### config.mk
export PLATFORM = sky130hd
export DESIGN_NAME = instruction_fetch
export DESIGN_NICKNAME = d
export VERILOG_FILES = /design/src/rtl/cpu_pkg.sv /design/src/rtl/fetch_fifo.sv /design/src/rtl/instruction_fetch.sv
export SDC_FILE = /design/constraint.sdc
export NUM_CORES = 1
export LEC_CHECK = 0
export CAP_MARGIN = 20
export CELL_PAD_IN_SITES_DETAIL_PLACEMENT = 1
export CELL_PAD_IN_SITES_GLOBAL_PLACEMENT = 1
export CORE_UTILIZATION = 44
export CTS_BUF_LIST = sky130_fd_sc_hd__clkbuf_16
export DETAILED_ROUTE_END_ITERATION = 12
export GPL_TIMING_DRIVEN = 0
export PLACE_DENSITY = 0.9
export SKIP_CTS_REPAIR_TIMING = 1
export SLEW_MARGIN = 5
export SYNTH_ARGS = -nofsm -noshare
export SYNTH_HDL_FRONTEND = slang
export SYNTH_HIERARCHICAL = 1
export SYNTH_SLANG_ARGS = --single-unit
### constraint.sdc
create_clock -name clk -period 21 [get_ports clk]
set_clock_uncertainty 0.05 [all_clocks]
set_input_delay 5.25 -clock clk [delete_from_list [all_inputs] [get_ports clk]]
set_output_delay 5.25 -clock clk [all_outputs]
set_load 0.05 [all_outputs]
### src/rtl/cpu_pkg.sv
// Shared CPU front-end types and constants (fetch, decode, top level).
package cpu_pkg;

    localparam int unsigned XLEN        = 32;
    localparam int unsigned INSTR_BYTES = 4;
    localparam logic [XLEN-1:0] DEFAULT_RESET_PC = 32'h0000_0000;

    // Fetch stage control state
    typedef enum logic [0:0] {
        FETCH = 1'b0,
        FAULT = 1'b1
    } fetch_state_t;

    // Prefetch FIFO payload: instruction word tagged with its PC
    typedef struct packed {
        logic [XLEN-1:0] pc;
        logic [XLEN-1:0] word;
    } fetch_entry_t;

endpackage

### src/rtl/fetch_fifo.sv
// Prefetch FIFO of {pc, word} entries with flush; head read combinationally from registers.
module fetch_fifo
    import cpu_pkg::*;
#(
    parameter int unsigned DEPTH = 2
) (
    input  logic         clk,
    input  logic         rst,
    input  logic         flush_i,
    input  logic         push_i,
    input  fetch_entry_t push_data_i,
    input  logic         pop_i,
    output fetch_entry_t head_o,
    output logic         full_o,
    output logic         empty_o
);

    localparam int unsigned AW = (DEPTH > 1) ? $clog2(DEPTH) : 1;
    localparam int unsigned CW = AW + 1;

    logic [AW-1:0] wr_ptr_q, wr_ptr_d;
    logic [AW-1:0] rd_ptr_q, rd_ptr_d;
    logic [CW-1:0] count_q,  count_d;
    fetch_entry_t  mem_q [DEPTH];

    // Pointer and occupancy update; flush dominates push and pop
    always_comb begin
        wr_ptr_d = wr_ptr_q;
        rd_ptr_d = rd_ptr_q;
        count_d  = count_q;
        if (flush_i) begin
            wr_ptr_d = '0;
            rd_ptr_d = '0;
            count_d  = '0;
        end else begin
            if (push_i) wr_ptr_d = wr_ptr_q + AW'(1);
            if (pop_i)  rd_ptr_d = rd_ptr_q + AW'(1);
            case ({push_i, pop_i})
                2'b10:   count_d = count_q + CW'(1);
                2'b01:   count_d = count_q - CW'(1);
                default: count_d = count_q;
            endcase
        end
    end

    // Pointer/count registers
    always_ff @(posedge clk or posedge rst) begin
        if (rst) begin
            wr_ptr_q <= '0;
            rd_ptr_q <= '0;
            count_q  <= '0;
        end else begin
            wr_ptr_q <= wr_ptr_d;
            rd_ptr_q <= rd_ptr_d;
            count_q  <= count_d;
        end
    end

    // Entry storage; contents are don't-care until counted as valid
    always_ff @(posedge clk) begin
        if (push_i && !flush_i) begin
            mem_q[wr_ptr_q] <= push_data_i;
        end
    end

    assign head_o  = mem_q[rd_ptr_q];
    assign full_o  = (count_q == CW'(DEPTH));
    assign empty_o = (count_q == '0);

endmodule

### src/rtl/instruction_fetch.sv
// Fetch stage: owns the PC, prefetches into a small FIFO, handles redirects and misalign faults.
module instruction_fetch
    import cpu_pkg::*;
#(
    parameter logic [31:0] RESET_PC   = DEFAULT_RESET_PC,
    parameter int unsigned FIFO_DEPTH = 2
) (
    input  logic        clk,
    input  logic        rst,
    output logic [31:0] pcAddress,
    input  logic [31:0] pcDataOutput,
    input  logic        redirectValid,
    input  logic [31:0] redirectTarget,
    output logic        instrValid,
    input  logic        instrReady,
    output logic [31:0] instr,
    output logic [31:0] instrPc,
    output logic        misalignFault,
    output logic [31:0] faultAddress
);

    fetch_state_t state_q, state_d;
    logic [31:0]  fetch_pc_q, fetch_pc_d;
    logic [31:0]  fault_addr_q, fault_addr_d;

    logic         push;
    logic         pop;
    logic         fifo_full;
    logic         fifo_empty;
    fetch_entry_t fifo_head;
    fetch_entry_t fifo_wdata;

    assign instrValid = !fifo_empty;
    assign pop        = instrValid && instrReady;
    assign fifo_wdata = '{pc: fetch_pc_q, word: pcDataOutput};

    // Next-state, PC and push decision; a redirect overrides fetching
    always_comb begin
        state_d      = state_q;
        fetch_pc_d   = fetch_pc_q;
        fault_addr_d = fault_addr_q;
        push         = 1'b0;
        if (redirectValid) begin
            fetch_pc_d = redirectTarget;
            if (redirectTarget[1:0] == 2'b00) begin
                state_d      = FETCH;
                fault_addr_d = '0;
            end else begin
                state_d      = FAULT;
                fault_addr_d = redirectTarget;
            end
        end else begin
            case (state_q)
                FETCH: begin
                    if (!fifo_full || pop) begin
                        push       = 1'b1;
                        fetch_pc_d = fetch_pc_q + 32'(INSTR_BYTES);
                    end
                end
                FAULT: begin
                    push = 1'b0;
                end
                default: begin
                    state_d = FETCH;
                end
            endcase
        end
    end

    // State, PC and fault-address registers
    always_ff @(posedge clk or posedge rst) begin
        if (rst) begin
            state_q      <= FETCH;
            fetch_pc_q   <= RESET_PC;
            fault_addr_q <= '0;
        end else begin
            state_q      <= state_d;
            fetch_pc_q   <= fetch_pc_d;
            fault_addr_q <= fault_addr_d;
        end
    end

    fetch_fifo #(
        .DEPTH (FIFO_DEPTH)
    ) u_fifo (
        .clk         (clk),
        .rst         (rst),
        .flush_i     (redirectValid),
        .push_i      (push),
        .push_data_i (fifo_wdata),
        .pop_i       (pop),
        .head_o      (fifo_head),
        .full_o      (fifo_full),
        .empty_o     (fifo_empty)
    );

    assign pcAddress     = fetch_pc_q;
    assign instr         = instrValid ? fifo_head.word : '0;
    assign instrPc       = instrValid ? fifo_head.pc   : '0;
    assign misalignFault = (state_q == FAULT);
    assign faultAddress  = fault_addr_q;

endmodule
==> flow_metrics.py, run 1 <==
metrics = {
    "hold_path": {
        "min_delay_path_depth": 1,
        "min-delay-start": "faultAddress[30]",
        "hold_class": "register to register",
        "hold_path_end": "faultAddress[30]",
    },
    "drt": {
        "drtIter0Drc": 572,
        "routed.top_layer": "met4",
        "wire_per_inst_um": 21.95,
        "routed_via_density": 5.555,
        "wl_met1_um": 9946,
        "dr.pass1.iters": 5,
        "drt_wl_total_um": 24830,
        "num_vias": 6283,
        "route.detailed.drc": 0,
        "antenna_left": 0,
        "wl_met2_um": 12660,
        "dr_wl_met3_um": 1695,
    },
    "setup_path": {
        "worstSetupPathType": "primary input to register",
        "arrival_ns": 8.56,
        "regToRegSetupSlack_ns": 17.65,
        "crit_fanout": 11,
        "crit_required_ns": 21.09,
        "critPathCaptureType": "register",
        "crit_start": "redirectValid",
        "reg2reg_depth": 8,
        "start_kind": "primary input",
        "r2r-end": "u_fifo/mem_q[0][4]",
        "r2r-start": "u_fifo/count_q[1]",
    },
    "logic_synthesis": {
        "synth.distinct_cells": 50,
        "synth_flop_cell": "edfxtp_1",
        "seq_area_frac_synth_pct": 63.92,
        "ys.warnings.count": 6,
        "syn_inst": 628,
        "synth-edff-count": 128,
        "postSynthRegisterBits": 197,
        "async_flop_share_pct": 35.03,
        "synth.avg_cell_area_um2": 13.88,
        "synthesis.nets": 697,
        "syn_area_um2": 8715,
    },
    "sta": {
        "slew_headroom_pct": 33.04,
        "timing.fmax_mhz": 118.0,
        "post-route-period-util_pct": 40.34,
        "final-setup-viol-count": 0,
        "finalMaxSlewViolations": 0,
        "fin_tns_setup_ns": 0,
        "min_period_ns": 8.472,
        "rsz0062_at_grt": "no",
        "hold_violations": 0,
        "tightest_slew_ns": 0.9952,
        "fin_ws_ns": 12.53,
        "hold_ws_ns": 0.4391,
    },
    "clock_network": {
        "cts_tree": "built",
        "cts_buffer_depth": 2,
        "cts_max_level": 4,
        "cts.sinks": 197,
        "clk_latency_ns": 0.44,
        "clkTransAtPathRegs_ns": 0.07,
        "cts_inserted_buffers": 17,
        "cts-root-buf": "clkbuf_16",
    },
    "global_route": {
        "first_global_vias": 6600,
        "antenna_found_initial": 0,
        "grt_pass1_wl_um": 38120,
        "track_usage_pct": 25.26,
        "grt_max_degree": 66,
        "gr-total-overflow": 0,
    },
    "floorplanning": {
        "core_area_um2": 19460,
        "initial_core_util_pct": 44.78,
        "num_rows": 51,
        "die_area_um2": 20370,
        "die_y_um": 142.7,
        "boundaryPins": 198,
        "fp.dieW_um": 142.7,
    },
    "job": {
        "drv.max_cap_violation_count": 0,
    },
    "placement": {
        "dp_hpwl_um": 17430,
        "dpl_worst_slack_ns": 12.21,
        "dp_cells": 1099,
        "gp_congestion": 0.8793,
        "portBuffers": 197,
    },
    "cells_and_area": {
        "final_cell_mix": "clkdlybuf4s50_1 (197), edfxtp_1 (128), dfrtp_1 (69), nor2b_1 (66), mux2_4 (50)",
        "final_cell_count_no_fill": 1131,
        "layout-drive-gt1-share_pct": 14.32,
        "layout.nets": 922,
        "layout_commonest_cell": "clkdlybuf4s50_1",
        "utilization_pct": 60.26,
        "fillers": 1901,
        "syn_to_final_growth_pct": 34.59,
        "antenna_cells": 0,
    },
    "power_and_ir_drop": {
        "power.density_nw_per_um2": 96.88,
        "p_leak_nw": 4.239,
        "peakVddDrop_mv": 0.06110,
    },
    "outcome": {
        "status": "completed",
    },
}
-- critical path, stage by stage --
cell             delay [ns]
clkdlybuf4s50_1        0.57
clkbuf_1               0.33
inv_1                  0.21
clkbuf_1               0.46
and2_1                 0.38
nor3b_2                0.75
buf_6                  0.24
buf_6                  0.17
buf_6                  0.18
-- cells in the mapped netlist (all sizes together) (4+ instances only) --
cell | instances | area (um2)
clkbuf | 25 | 93.84
xnor2 | 9 | 78.83
nor2 | 27 | 101.4
edfxtp | 128 | 3844
mux2 | 64 | 908.4
o21ai | 17 | 85.08
nor2b | 66 | 412.9
inv | 21 | 78.83
or4 | 8 | 60.06
o41ai | 4 | 35.03
buf | 11 | 102.6
a211oi | 4 | 30.03
nand4 | 14 | 87.58
o2bb2ai | 30 | 262.8
and4 | 6 | 52.55
nand3 | 12 | 60.06
dfrtp | 69 | 1727
or3 | 4 | 25.02
o31ai | 6 | 45.04
nand2 | 41 | 153.9
a31oi | 16 | 100.1
-- power by group --
group	leakage, nW	internal [W]	switching, W
combinational	1.94	0.000126	0.000222
sequential	1.99	0.000433	0.0000222
clock	0.305	0.000182	0.000151
-- worst max-delay path by stage --
stage / endpoint / slack [ns] / depth (start not counted)
CTS: instr[22] / 12.55 / 5
detailed placement: u_fifo/mem_q[0][4] / 12.21 / 9
global placement: u_fifo/mem_q[0][17] / 5.93 / 6
global route: u_fifo/mem_q[0][56] / 12.45 / 9
finish: u_fifo/mem_q[0][4] / 12.53 / 9
floorplan: u_fifo/mem_q[0][0] / 9.59 / 5
-- layer usage --
| layer | GRT usage, % | up-vias |
|---|---|---|
| li1 | - | 2802 |
| met1 | 30.19 | 3145 |
| met2 | 44.22 | 289 |
| met3 | 6.975 | 47 |
| met4 | 7.640 | 0 |
| met5 | 0 | - |
-- cells by family after synthesis --
kind of cell | share of synthesized area (%)
buffers and inverters | 3.159
muxes | 10.54
DFF | 63.92
xor gates and xnor gates | 1.005
AOI/OAI and AO/OA | 8.040
and+or+nand+nor | 13.19
adders and majority gates | 0.1436
-- sequential cells by signal, summed over array words and instances, names as in the netlist --
name             cells
pcAddress           32
faultAddress        32
u_fifo/wr_ptr_q      1
u_fifo/mem_q       128
u_fifo/count_q       2
misalignFault        1
u_fifo/rd_ptr_q      1
-- cell type report --
cell class	count	area, um2	share of cell area, %
sequential	197	5570	47.49
inverter	21	81.33	0.6934
clock buffer	19	475.5	4.054
clock inverter	13	127.6	1.088
buffer	36	196.4	1.675
multi-input combinational	374	2878	24.54
tap	265	331.6	2.827
timing repair buffer	206	2068	17.63
-- through the flow --
step                power (W)  area [um2]
finish               0.001136       11730
detailed placement  0.0008098       11130
CTS                  0.001144       11730
global route         0.001175       11730
global placement    0.0008006       11020
floorplan           0.0006859        8715
Power figures use the tool's default switching activity.
==> run 2, diff against run 1 <==
--- a/config.mk
+++ b/config.mk
@@ -8,11 +8,11 @@
 export CAP_MARGIN = 20
 export CELL_PAD_IN_SITES_DETAIL_PLACEMENT = 1
 export CELL_PAD_IN_SITES_GLOBAL_PLACEMENT = 1
-export CORE_UTILIZATION = 44
+export CORE_UTILIZATION = 41
 export CTS_BUF_LIST = sky130_fd_sc_hd__clkbuf_16
 export DETAILED_ROUTE_END_ITERATION = 12
 export GPL_TIMING_DRIVEN = 0
-export PLACE_DENSITY = 0.9
+export PLACE_DENSITY = 0.85
 export SKIP_CTS_REPAIR_TIMING = 1
 export SLEW_MARGIN = 5
 export SYNTH_ARGS = -nofsm -noshare
==> constraint.sdc (replaced) <==
create_clock -name clk -period 8.4 [get_ports clk]
set_clock_uncertainty 0.05 [all_clocks]
set_input_delay 2.1 -clock clk [delete_from_list [all_inputs] [get_ports clk]]
set_output_delay 2.1 -clock clk [all_outputs]
set_load 0.05 [all_outputs]
==> run 2 against run 1 <==
Via count decreased by 1.7%. Design area decreased by 0.44%. Sequential cell count unchanged. Die area increased by 7.2%. Register-to-register slack got worse by 12 ns. Combinational power increased by 150%. Critical path depth unchanged. Count of clock-buffer cells in the layout decreased by 2. Hold slack improved by 0.0091 ns. Non-clock buffer count decreased by 1. First-iteration DRC count decreased by 16%. Worst setup slack got worse by 9.4 ns. Critical path type unchanged. Largest power group unchanged. Highest routed layer unchanged.
==> flow_metrics.py, run 2 (synthesis results as in run 1) <==
metrics = {
    "outcome": {
        "status": "completed",
    },
    "clock_network": {
        "cts_max_level": 4,
        "cts.sinks": 197,
        "cts_buffer_depth": 2,
        "clkTransAtPathRegs_ns": 0.08,
        "cts_inserted_buffers": 17,
        "cts-root-buf": "clkbuf_16",
        "clk_latency_ns": 0.43,
        "cts_tree": "built",
    },
    "power_and_ir_drop": {
        "power_frac_seq_pct": 40.9,
        "power.internal_w": 0.001791,
        "p_leak_nw": 4.210,
        "switchingPower_w": 0.0009883,
        "p_comb_share_pct": 31.2,
        "clkPwrFrac_pct": 28.0,
        "peakVddDrop_mv": 0.1420,
        "swShare_pct": 35.56,
        "power.density_nw_per_um2": 238.0,
    },
    "sta": {
        "final-setup-viol-count": 0,
        "slew_headroom_pct": 37.78,
        "finalMaxSlewViolations": 0,
        "min_period_ns": 5.259,
        "tightest_slew_ns": 0.9248,
        "hold_ws_ns": 0.4482,
        "fin_ws_ns": 3.141,
        "rsz0062_at_grt": "no",
        "timing.fmax_mhz": 190.2,
        "post-route-period-util_pct": 62.61,
        "hold_violations": 0,
    },
    "floorplanning": {
        "core_area_um2": 20560,
        "initial_core_util_pct": 42.39,
        "boundaryPins": 198,
        "die_y_um": 147.8,
        "num_rows": 52,
        "die_area_um2": 21840,
        "fp.dieW_um": 147.8,
    },
    "setup_path": {
        "worstSetupPathType": "primary input to register",
        "arrival_ns": 5.34,
        "critPathCaptureType": "register",
        "r2r-end": "u_fifo/mem_q[0][51]",
        "crit_fanout": 12,
        "crit_required_ns": 8.48,
        "reg2reg_depth": 8,
        "regToRegSetupSlack_ns": 5.21,
        "start_kind": "primary input",
        "r2r-start": "u_fifo/count_q[1]",
    },
    "placement": {
        "dpl_worst_slack_ns": 2.693,
        "gp_congestion": 0.8951,
        "dp_hpwl_um": 17230,
        "portBuffers": 197,
        "dp_cells": 1103,
    },
    "hold_path": {
        "hold_path_end": "faultAddress[3]",
        "hold_class": "register to register",
        "min-delay-start": "faultAddress[3]",
        "min_delay_path_depth": 1,
    },
    "cells_and_area": {
        "final_cell_count_no_fill": 1135,
        "fillers": 2045,
        "syn_to_final_growth_pct": 34.00,
        "layout.nets": 921,
        "largest_register_ffs": 128,
        "final_cell_mix": "clkdlybuf4s50_1 (197), edfxtp_1 (128), dfrtp_1 (69), nor2b_1 (66), mux2_4 (50)",
        "layout-drive-gt1-share_pct": 14.10,
        "layout_commonest_cell": "clkdlybuf4s50_1",
        "regMostFlops": "u_fifo/mem_q",
        "antenna_cells": 0,
    },
    "global_route": {
        "track_usage_pct": 22.21,
        "gr-total-overflow": 0,
        "grt_pass1_wl_um": 36580,
        "first_global_vias": 6418,
        "antenna_found_initial": 0,
        "grt_max_degree": 66,
    },
    "drt": {
        "dr.pass1.iters": 5,
        "route.detailed.drc": 0,
        "drt_wl_total_um": 23700,
        "wire_per_inst_um": 20.88,
        "antenna_left": 0,
        "routed_via_density": 5.440,
        "drtIter0Drc": 481,
        "num_vias": 6174,
    },
    "job": {
        "drv.max_cap_violation_count": 0,
    },
}
==> run 2: cell types whose count changed in the layout (fill, tap and decap cells not counted), moves of 2 or more <==
| cell | before | now |
|---|---|---|
| inv_4 | 6 | 2 |
| inv_6 | 4 | 7 |
| clkbuf_16 | 19 | 17 |
| buf_6 | 13 | 10 |
| clkinv_4 | 1 | 3 |
==> run 2: cell type report <==
class | count | area [um2] | share of cell area, %
sequential | 197 | 5570 | 47.70
multi-input combinational | 374 | 2878 | 24.64
inverter | 21 | 81.33 | 0.6965
buffer | 36 | 196.4 | 1.682
clock inverter | 15 | 131.4 | 1.125
tap | 270 | 337.8 | 2.893
timing repair buffer | 205 | 2057 | 17.61
clock buffer | 17 | 425.4 | 3.643
==> run 2: worst max-delay path by stage <==
| stage | startpoint | endpoint | slack [ns] | cells past startpoint |
|---|---|---|---|---|
| after global placement | redirectValid | u_fifo/mem_q[0][14] | -3.58 | 6 |
| after global routing | redirectValid | u_fifo/mem_q[0][58] | 2.96 | 9 |
| after detailed placement | redirectValid | u_fifo/mem_q[0][59] | 2.69 | 9 |
| after floorplan | redirectValid | u_fifo/mem_q[0][0] | 0.14 | 5 |
| final | redirectValid | u_fifo/mem_q[0][51] | 3.14 | 9 |
| after CTS | redirectValid | u_fifo/mem_q[0][51] | 3.14 | 9 |
==> run 2: stage by stage <==
stage | instance area, um2 | TNS (ns) | total power (W) | util (%)
after CTS | 11680 | 0 | 0.002803 | 56.80
after floorplan | 8715 | 0 | 0.001715 | -
after detailed placement | 11120 | 0 | 0.002026 | 54.09
after global placement | 11020 | -228.92 | 0.002004 | 53.62
after global routing | 11680 | 0 | 0.002876 | 56.80
final | 11680 | 0 | 0.002779 | 56.80
==> run 2: per-layer routing <==
metal  global-route usage (%)  part of all wire (%)  wire length [um]  vias up
li1                         -                     -                 -     2787
met1                    28.18                    41              9717     3072
met2                    37.22                    50             11800      262
met3                    4.969                   6.7              1577       53
met4                    8.247                   2.6               611        0
met5                        0                     0                 0        -
==> run 2: power groups by stage <==
stage	Combinational, W	Clock, W	Sequential (W)
2_1_floorplan	0.000471	0	0.00124
3_3_place_gp	0.000852	0	0.00115
3_5_place_dp	0.000872	0	0.00115
4_1_cts	0.000876	0.000792	0.00114
5_1_grt	0.000906	0.000828	0.00114
6_report	0.000866	0.000777	0.00114
==> run 2: critical path, stage by stage <==
cell	delay [ns]
clkdlybuf4s50_1	0.56
clkbuf_1	0.33
inv_1	0.20
clkbuf_1	0.48
and2_1	0.37
nor3b_2	0.60
buf_8	0.24
buf_4	0.22
buf_4	0.24
==> patch (flow settings as in run 2) <==
Change the parameter `FIFO_DEPTH` from 2 to 4.
--- a/src/rtl/instruction_fetch.sv
+++ b/src/rtl/instruction_fetch.sv
@@ -3,7 +3,7 @@
     import cpu_pkg::*;
 #(
     parameter logic [31:0] RESET_PC   = DEFAULT_RESET_PC,
-    parameter int unsigned FIFO_DEPTH = 2
+    parameter int unsigned FIFO_DEPTH = 4
 ) (
     input  logic        clk,
     input  logic        rst,
Function: changed (a bounded check fails within 4 cycles, from zero or initial values and one cycle with rst high).
==> patch against run 2 <==
First-iteration DRC count up 30%; global-route usage down 1.4 points; area after synthesis up 53%; wire length up 42%; combinational power up 91%; power up 85%; final area up 47%; setup slack worse by 0.29 ns; sequential cell count up 131.
==> patch: results (changes against run 2) <==
standard-cell rows 65 (+25%); share of cells above drive strength 1 0.144 (+0.00291); Min-Delay Path Class register to register; clock transition at the registers of the reported paths 0.06 ns (-0.02 ns); vias in the first global route 8871 (+38%); crit path max fanout 10 (-2); Synth Net Count 859 (+23%); WL/cell 22.6 um (+8.4%); Post-Synth Adder-Cell Area 0.00619 (+0.00475); mux cell area share after synthesis 0.110 (+0.00487); first-pass GRT wire length 52200 um (+43%); setup slack at placement 3.18 ns (+0.484 ns); max incr delay on CP 0.78 ns (+0.18 ns); vias per inst 5.43 (-0.14%); Post-Synthesis Cells 785 (+25%); cts bufs inserted 36 (+19); Data arrival, critical path 3.40 ns (-1.94 ns); XOR/XNOR share of the synthesized area 0.00788 (-0.00217); GR Util All Layers 0.208 (-0.0144); placed cells 1420 (+29%); status completed; Post-synth EDFFs 256 (+100%); Clock Latency Late Sink 0.51 ns (+0.08 ns); Post-DP HPWL 22600 um (+31%); final wirelength 33600 um (+42%); Final #Nets 1097 (+19%); Port Buffer Count 196 (-0.51%); synth top area cells edfxtp_1 (58%), dfrtp_1 (14%), mux4_2 (11%), nor2b_1 (3.1%), o2bb2ai_1 (2.0%); commonest cells in the netlist edfxtp_1 (256), dfrtp_1 (72), nor2b_1 (67); Unique masters post-synth 49 (-2.0%); # H-tree levels 2 (-2); ant diodes 0 (unchanged); Synth async-reset ratio 0.220 (-0.131); critical path's slowest cell clkdlybuf4s50_1; Clock Path Buffers 3 (+1); flip-flop count of the largest register after layout 256 (+100%); Filler Cells Inserted 2993 (+46%); Slew @ Worst Pin 1.09 ns (+0.163 ns); Peak VDD IR 0.136 mV (-4.0%); register area share after synthesis 0.711 (+0.0718); Static Leak 5.74 nW (+36%); complex-gate fraction of the synthesized area 0.0525 (-0.0279); First DRT Iteration DRCs 623 (+30%); gpl congestion 0.826 (-7.7%)
==> patch: changes by cell type after synthesis, sizes merged, moves of 2 or more <==
cell / change
and2: +3
inv: +2
mux4: +64
dfrtp: +3
ha: +4
mux2i: +2
buf: +7
nor2: +2
clkbuf: +2
mux2: -64
edfxtp: +128
==> patch: stage by stage <==
| stage | cell area [um2] | util |
|---|---|---|
| global placement | 15900 | 0.498 |
| floorplan | 13300 | - |
| detailed placement | 16000 | 0.502 |
| CTS | 17200 | 0.540 |
| finish | 17200 | 0.540 |
| global route | 17200 | 0.540 |
==> patch: power by group <==
group | internal (mW) | switching (mW)
Combinational | 0.554 | 1.09
Clock | 0.987 | 0.619
Sequential | 1.82 | 0.0699
==> patch: cell type report <==
| type | instances | area share |
|---|---|---|
| clock inverters | 27 | 0.0171 |
| repair buffers | 200 | 0.119 |
| flip-flops and latches | 328 | 0.553 |
| clock buffers | 37 | 0.0539 |
| plain buffers | 45 | 0.0138 |
| multi-input cells | 389 | 0.206 |
| inverters | 23 | 0.00517 |
| well taps | 435 | 0.0317 |
==> patch: layer usage <==
layer,part of all wire,vias up,GRT usage,wire (um)
met5,0,-,0,0
met4,0.024,0,0.0585,791
met3,0.059,56,0.0415,1990
met2,0.50,298,0.355,16800
met1,0.42,4140,0.270,14000
li1,-,3567,-,-
==> patch: cell families (layout without fill, tap and decap cells) <==
logic type	after synthesis	in the layout
xor+xnor	12	12
mux	67	67
simple gates	210	210
flops	328	328
compound gates	94	94
fa+ha+maj	6	6
buf+inv	68	332
==> patch: path summary, 6_finish.rpt <==
check | from | endpoint | slack (ns) | cells past startpoint
worst min register to register | faultAddress[9] | faultAddress[9] | 0.44 | 1
worst max register to register | u_fifo/count_q[0] | u_fifo/mem_q[3][27] | 5.11 | 9
worst max-delay path | u_fifo/count_q[0] | instrPc[18] | 2.85 | 5
max in group asynchronous | rst | faultAddress[0] | 5.63 | 2
min in group asynchronous | rst | u_fifo/count_q[1] | 1.90 | 2
worst min-delay path | faultAddress[9] | faultAddress[9] | 0.44 | 1
